--- src/rtl/rt_pkg.sv ---
// Shared types and constants for the reaction-time engine: FSM encoding,
// LFSR geometry and the reserved all-ones fail code.
package rt_pkg;

  typedef enum logic [1:0] {
    IDLE   = 2'b00,
    WAIT   = 2'b01,
    ARMED  = 2'b10,
    FINISH = 2'b11
  } state_t;

  localparam int              LFSR_W    = 16;
  localparam logic [LFSR_W-1:0] LFSR_TAPS = 16'hB400;

  // All-ones of the given width, used as the "no valid time" result code.
  function automatic logic [31:0] fail_code(input int tw);
    logic [31:0] v;
    v = '0;
    for (int i = 0; i < 32; i++) begin
      if (i < tw) v[i] = 1'b1;
    end
    return v;
  endfunction

endpackage

--- src/rtl/rt_lfsr.sv ---
// Free-running Galois LFSR (right-shifting); exposes its low Q_W bits as the
// random source for the delay draw.
module rt_lfsr
  import rt_pkg::*;
#(
  parameter int           W    = LFSR_W,
  parameter logic [W-1:0] TAPS = W'(LFSR_TAPS),
  parameter logic [W-1:0] SEED = W'(16'hACE1),
  parameter int           Q_W  = W
) (
  input  logic           tic,
  input  logic           rst,
  output logic [Q_W-1:0] q
);

  logic [W-1:0] r_lfsr;

  // NOTE: clocked state uses non-blocking assignments so every register
  // samples pre-edge values, independent of statement order.
  always_ff @(posedge tic or posedge rst) begin
    if (rst) r_lfsr <= SEED;
    else     r_lfsr <= {1'b0, r_lfsr[W-1:1]} ^ (r_lfsr[0] ? TAPS : '0);
  end

  assign q = r_lfsr[Q_W-1:0];

endmodule

--- src/rtl/rand_delay_multi.sv ---
// N-channel reaction-time engine: random arming delay, per-channel time stamps,
// false-start detection and a done pulse. Define REACT_BEST_EN for best-time tracking.
module rand_delay_multi
  import rt_pkg::*;
#(
  parameter int                N_CH       = 2,
  parameter int                TW         = 10,
  parameter int                STEP_TICKS = 1000,
  parameter int                MIN_STEPS  = 2,
  parameter int                SPAN_LOG2  = 4,
  parameter int                TIMEOUT    = 1000,
  parameter logic [LFSR_W-1:0] SEED       = 16'hACE1
) (
  input  logic              tic,
  input  logic              rst,
  input  logic              en,
  input  logic [N_CH-1:0]   stp,
  output logic              led,
  output logic [1:0]        state,
  output logic [N_CH*TW-1:0] timing,
  output logic [N_CH-1:0]   false_start,
  output logic              done
`ifdef REACT_BEST_EN
  , output logic [TW-1:0]   best_time
  , output logic [((N_CH > 1) ? $clog2(N_CH) : 1)-1:0] best_ch
`endif
);

  localparam logic [TW-1:0] FAIL    = TW'(fail_code(TW));
  localparam int            DLY_MAX = (MIN_STEPS + 2**SPAN_LOG2) * STEP_TICKS;
  localparam int            DLY_W   = $clog2(DLY_MAX + 1);
  localparam int            TMO_W   = $clog2(TIMEOUT + 1);
  localparam int            CNT_W   = (DLY_W > TMO_W) ? DLY_W : TMO_W;

  logic [SPAN_LOG2-1:0] w_rand;
  logic [CNT_W-1:0]     w_delay_sample;

  state_t               r_state, w_state_nxt;
  logic                 r_led, w_led_nxt;
  logic [N_CH*TW-1:0]   r_timing, w_timing_nxt;
  logic [N_CH-1:0]      r_fs, w_fs_nxt;
  logic [N_CH-1:0]      r_lock, w_lock_nxt;
  logic                 r_done, w_done_nxt;
  logic [CNT_W-1:0]     r_cnt, w_cnt_nxt;
  logic [CNT_W-1:0]     r_delay, w_delay_nxt;

  rt_lfsr #(
    .W    (LFSR_W),
    .TAPS (LFSR_TAPS),
    .SEED (SEED),
    .Q_W  (SPAN_LOG2)
  ) u_lfsr (
    .tic (tic),
    .rst (rst),
    .q   (w_rand)
  );

  assign w_delay_sample = CNT_W'((MIN_STEPS + int'(w_rand)) * STEP_TICKS);

  always_ff @(posedge tic or posedge rst) begin
    if (rst) begin
      r_state  <= IDLE;
      r_led    <= 1'b0;
      r_timing <= {N_CH{FAIL}};
      r_fs     <= '0;
      r_lock   <= '0;
      r_done   <= 1'b0;
      r_cnt    <= '0;
      r_delay  <= '0;
    end else begin
      r_state  <= w_state_nxt;
      r_led    <= w_led_nxt;
      r_timing <= w_timing_nxt;
      r_fs     <= w_fs_nxt;
      r_lock   <= w_lock_nxt;
      r_done   <= w_done_nxt;
      r_cnt    <= w_cnt_nxt;
      r_delay  <= w_delay_nxt;
    end
  end

  always_comb begin
    // NOTE: every signal gets a hold value first so no path through the case
    // leaves one unassigned and infers a latch.
    w_state_nxt  = r_state;
    w_led_nxt    = r_led;
    w_timing_nxt = r_timing;
    w_fs_nxt     = r_fs;
    w_lock_nxt   = r_lock;
    w_done_nxt   = 1'b0;
    w_cnt_nxt    = r_cnt;
    w_delay_nxt  = r_delay;

    case (r_state)
      IDLE, FINISH: begin
        if (en) begin
          w_delay_nxt  = w_delay_sample;
          w_cnt_nxt    = '0;
          w_timing_nxt = '0;
          w_fs_nxt     = '0;
          w_lock_nxt   = '0;
          w_led_nxt    = 1'b0;
          w_state_nxt  = WAIT;
        end
      end

      WAIT: begin
        w_cnt_nxt = r_cnt + CNT_W'(1);
        for (int i = 0; i < N_CH; i++) begin
          if (stp[i] && !r_lock[i]) begin
            w_timing_nxt[i*TW +: TW] = FAIL;
            w_fs_nxt[i]              = 1'b1;
            w_lock_nxt[i]            = 1'b1;
          end
        end
        // Everyone jumping the gun ends the round before the light ever comes on.
        if (&w_lock_nxt) begin
          w_state_nxt = FINISH;
          w_done_nxt  = 1'b1;
        end else if (r_cnt == r_delay - CNT_W'(1)) begin
          w_state_nxt = ARMED;
          w_led_nxt   = 1'b1;
          w_cnt_nxt   = '0;
        end
      end

      ARMED: begin
        w_cnt_nxt = r_cnt + CNT_W'(1);
        for (int i = 0; i < N_CH; i++) begin
          if (stp[i] && !r_lock[i]) begin
            w_timing_nxt[i*TW +: TW] = TW'(r_cnt);
            w_lock_nxt[i]            = 1'b1;
          end
        end
        if (&w_lock_nxt) begin
          w_state_nxt = FINISH;
          w_led_nxt   = 1'b0;
          w_done_nxt  = 1'b1;
        end else if (r_cnt == CNT_W'(TIMEOUT - 1)) begin
          // Presses on this final edge were latched above; only silent channels fail.
          for (int i = 0; i < N_CH; i++) begin
            if (!w_lock_nxt[i]) w_timing_nxt[i*TW +: TW] = FAIL;
          end
          w_state_nxt = FINISH;
          w_led_nxt   = 1'b0;
          w_done_nxt  = 1'b1;
        end
      end

      default: ;
    endcase
  end

  assign state       = r_state;
  assign led         = r_led;
  assign timing      = r_timing;
  assign false_start = r_fs;
  assign done        = r_done;

`ifdef REACT_BEST_EN
  localparam int CHW = (N_CH > 1) ? $clog2(N_CH) : 1;

  logic [N_CH-1:0] w_hit;
  logic [TW-1:0]   r_best_t, w_best_t_nxt;
  logic [CHW-1:0]  r_best_c, w_best_c_nxt;

  assign w_hit = (r_state == ARMED) ? (stp & ~r_lock) : '0;

  // Ascending scan with strict compare: the lower channel keeps a tie.
  always_comb begin
    w_best_t_nxt = r_best_t;
    w_best_c_nxt = r_best_c;
    for (int i = 0; i < N_CH; i++) begin
      if (w_hit[i] && (TW'(r_cnt) < w_best_t_nxt)) begin
        w_best_t_nxt = TW'(r_cnt);
        w_best_c_nxt = CHW'(i);
      end
    end
  end

  always_ff @(posedge tic or posedge rst) begin
    if (rst) begin
      r_best_t <= FAIL;
      r_best_c <= '0;
    end else begin
      r_best_t <= w_best_t_nxt;
      r_best_c <= w_best_c_nxt;
    end
  end

  assign best_time = r_best_t;
  assign best_ch   = r_best_c;
`endif

endmodule

--- config.mk ---
export PLATFORM = sky130hd
export DESIGN_NAME = rand_delay_multi
export DESIGN_NICKNAME = d
export VERILOG_FILES = /design/src/rtl/rt_pkg.sv /design/src/rtl/rt_lfsr.sv /design/src/rtl/rand_delay_multi.sv
export SDC_FILE = /design/constraint.sdc
export NUM_CORES = 1
export LEC_CHECK = 0
export BUFFER_PORTS_ARGS = -buffer_cell sky130_fd_sc_hd__buf_2
export CAP_MARGIN = 0
export CORE_ASPECT_RATIO = 2
export CORE_MARGIN = 4
export CORE_UTILIZATION = 40
export DETAILED_ROUTE_END_ITERATION = 6
export PLACE_DENSITY = 0.68
export SYNTH_ARGS = -nofsm -noshare
export SYNTH_HDL_FRONTEND = slang
export SYNTH_HIERARCHICAL = 1
export SYNTH_SLANG_ARGS = --single-unit
--- constraint.sdc ---
create_clock -name tic -period 5.3 [get_ports tic]
set_clock_uncertainty 0.15 [all_clocks]
set_input_delay 0.795 -clock tic [delete_from_list [all_inputs] [get_ports tic]]
set_output_delay 0.795 -clock tic [all_outputs]
set_load 0.02 [all_outputs]
==> metrics <==
Worst Hold Class reg2reg; Multi-input gate area 2330 um2; sequential area share after synthesis 40.6%; Worst Max-Slew Pin Slew 1.09 ns; data required time at the worst endpoint 5.34 ns; Mean Syn Cell Area 9.13 um2; RSZ-0062 raised after global routing no; Final Critical Period 4.50 ns; number of global-route vias before repair 3771; chip width 82.7 um; Syn Nets 529; #FFs+latches synth 71; final setup fails 0; Peak VDD IR 0.000204 V; CTS Sinks 71; Post-synth EDFFs 0; initial antenna violation count 0; layout cells sized above 1 16.5%; vias per cell 5.56; Hold Fails Final Rpt 0; Synth Flop Type dfrtp_1; placed insts 632; Global Route Usage Sum 18.0%; via count 3602; fillers 1096; cells after synthesis 489; Warnings, synthesis 6; slew margin rel. 27.1%; LEAKAGE 2.29 nW; CTS tree built; CP max FO 9; cell taking the most area after synthesis dfrtp_1; antenna viol nets, final 0; FFs w/ async S/R, synth 100%; initial DRC count 220; Slew Viols, Final 0; layout overhead on the synthesized area 11.0%; total grt overflow 0; die height 157 um; Crit. End Element register; Sequential Area 1810 um2; largest net degree at the start of global routing 56; Core ar. 10900 um2; detailed-route DRC error count 0; final wirelength 10600 um; root buffer cell clkbuf_16; DR pass1 iterations 5; dominant cells by area after synthesis dfrtp_1 24%, dfstp_2 16%, ha_1 7.3%; PostCTS Resize Cnt 0; top post-synthesis cells by count 60 x a21oi_1, 48 x inv_1, 43 x dfrtp_1; Crit Path Category reg2reg; Yosys cell types 53; final worst-path cycle share 85.0%; Max-Cap Viols 0; fmax 0.222 GHz; fin cells 648; Mapped Area 4460 um2; diodes inserted 0; # Post-CTS Setup Buffers 0; number of buffers inserted for hold repair after clock tree synthesis 0; Inserted Clock Buffers 9; Port Buffers 30; first-pass GRT wire length 17900 um; Max Root-Sink Buffers 2; Initial Utilization 40.8%; status finished, final reports clean; H-tree depth 3; crit path launch type register; clock latency on the worst-skew pair 0.34 ns; Worst-path clk slew 0.06 ns; Yosys top cell area share 24.1%; nets 543; setup TNS 0 ns; power density cells 506 nW/um2; most numerous cell in the Yosys netlist a21oi_1; DPL Wire Length 7940 um; I/O pin cnt 31; RePlAce Congestion 0.948; Worst Path Arrival 4.54 ns; die area 13000 um2; WHS 0.205 ns; post-DR wirelength/cell 16.3 um; # rows 54
[worst max-delay path, stage by stage, from the launching register on]
cell     delay [ns]
dfrtp_1        0.58
ha_1           0.29
xor2_1         0.23
inv_1          0.12
fa_1           0.64
inv_1          0.09
fa_1           0.48
fa_1           0.40
inv_1          0.06
ha_1           0.24
inv_1          0.11
nor2_1         0.06
a221o_1        0.31
a21o_1         0.18
a21oi_1        0.16
xor2_1         0.15
o21ai_0        0.08
[cell usage in the layout (no fill, tap or decap), drive strengths merged, types with 3 or more instances in the layout]
cell	netlist	routed
a211o	4	4
a21o	10	10
a21oi	60	60
a221o	5	5
a31oi	6	6
and3	7	7
buf	7	31
clkbuf	21	9
dfrtp	43	43
dfstp	28	28
fa	9	9
ha	26	26
inv	48	53
mux2	3	3
nand2	36	36
nand2b	6	6
nand3	10	10
nand3b	3	3
nand4	4	4
nor2	21	21
nor2b	4	4
nor3	9	9
nor3b	3	3
nor4	8	8
o21ai	49	49
o22ai	3	3
or3	5	5
xnor2	14	14
xor2	13	13
[power by group]
group          total (mW)  switching, mW  leakage [nW]  internal [mW]
logic                1.08          0.743          1.29          0.340
clock network       0.603          0.270         0.148          0.333
registers           0.820          0.103         0.854          0.718
total                2.51           1.12          2.29           1.39
[cell type report]
type	count	share of cell area, %
inverter	48	3.63
timing repair buffer	31	3.18
sequential	71	36.5
clock buffer	9	4.54
tap	140	3.53
multi-input combinational	342	47.1
clock inverter	7	1.49
[through the flow]
step	worst slack (ns)	total power [mW]	instance area [um2]	utilization [%]
after floorplan	1.18	1.66	4460	-
after global placement	0.912	1.87	4660	42.6
after detailed placement	0.797	1.90	4660	42.6
after CTS	0.771	2.52	4960	45.3
after global routing	0.435	2.70	4960	45.3
final	0.797	2.51	4960	45.3
[cells by family (layout without fill, tap and decap cells)]
kind of cell / Yosys count / count (layout) / share of synthesized area (%)
AO/OA/AOI/OAI: 154 / 154 / 20.8
AND/OR/NAND/NOR: 121 / 121 / 13.6
buffers and inverters: 76 / 95 / 7.15
flip-flops: 71 / 71 / 40.6
adder cells (fa/ha/maj): 35 / 35 / 11.3
XOR/XNOR: 27 / 27 / 5.30
multiplexers: 5 / 5 / 1.21
[metal layers]
metal | GRT usage (%) | routed length, um
met1 | 17.5 | 3660
met2 | 34.1 | 6140
met3 | 2.86 | 362
met4 | 9.90 | 419
met5 | 0 | 0
[flip-flops by register name (all words and copies together) (netlist names)]
name and cells:
false_start 2, done 1, u_lfsr/r_lfsr 16, led 1, timing 20, r_delay 12, r_lock 2, state 2
r_cnt 15
[worst paths after layout]
kind	startpoint	end	slack, ns	cells after the start
worst max-delay path	u_lfsr/r_lfsr[1]$_DFF_PP0_	r_delay[13]$_DFFE_PP0P_	0.80	16
worst min-delay path	u_lfsr/r_lfsr[12]$_DFF_PP0_	u_lfsr/r_lfsr[11]$_DFF_PP1_	0.20	0
worst max register to register	u_lfsr/r_lfsr[1]$_DFF_PP0_	r_delay[13]$_DFFE_PP0P_	0.80	16
worst min register to register	u_lfsr/r_lfsr[12]$_DFF_PP0_	u_lfsr/r_lfsr[11]$_DFF_PP1_	0.20	0
max in group asynchronous	rst	r_cnt[4]$_DFFE_PP0P_	4.02	3
min in group asynchronous	rst	u_lfsr/r_lfsr[12]$_DFF_PP0_	0.37	2
(Power assumes the default switching activity.)
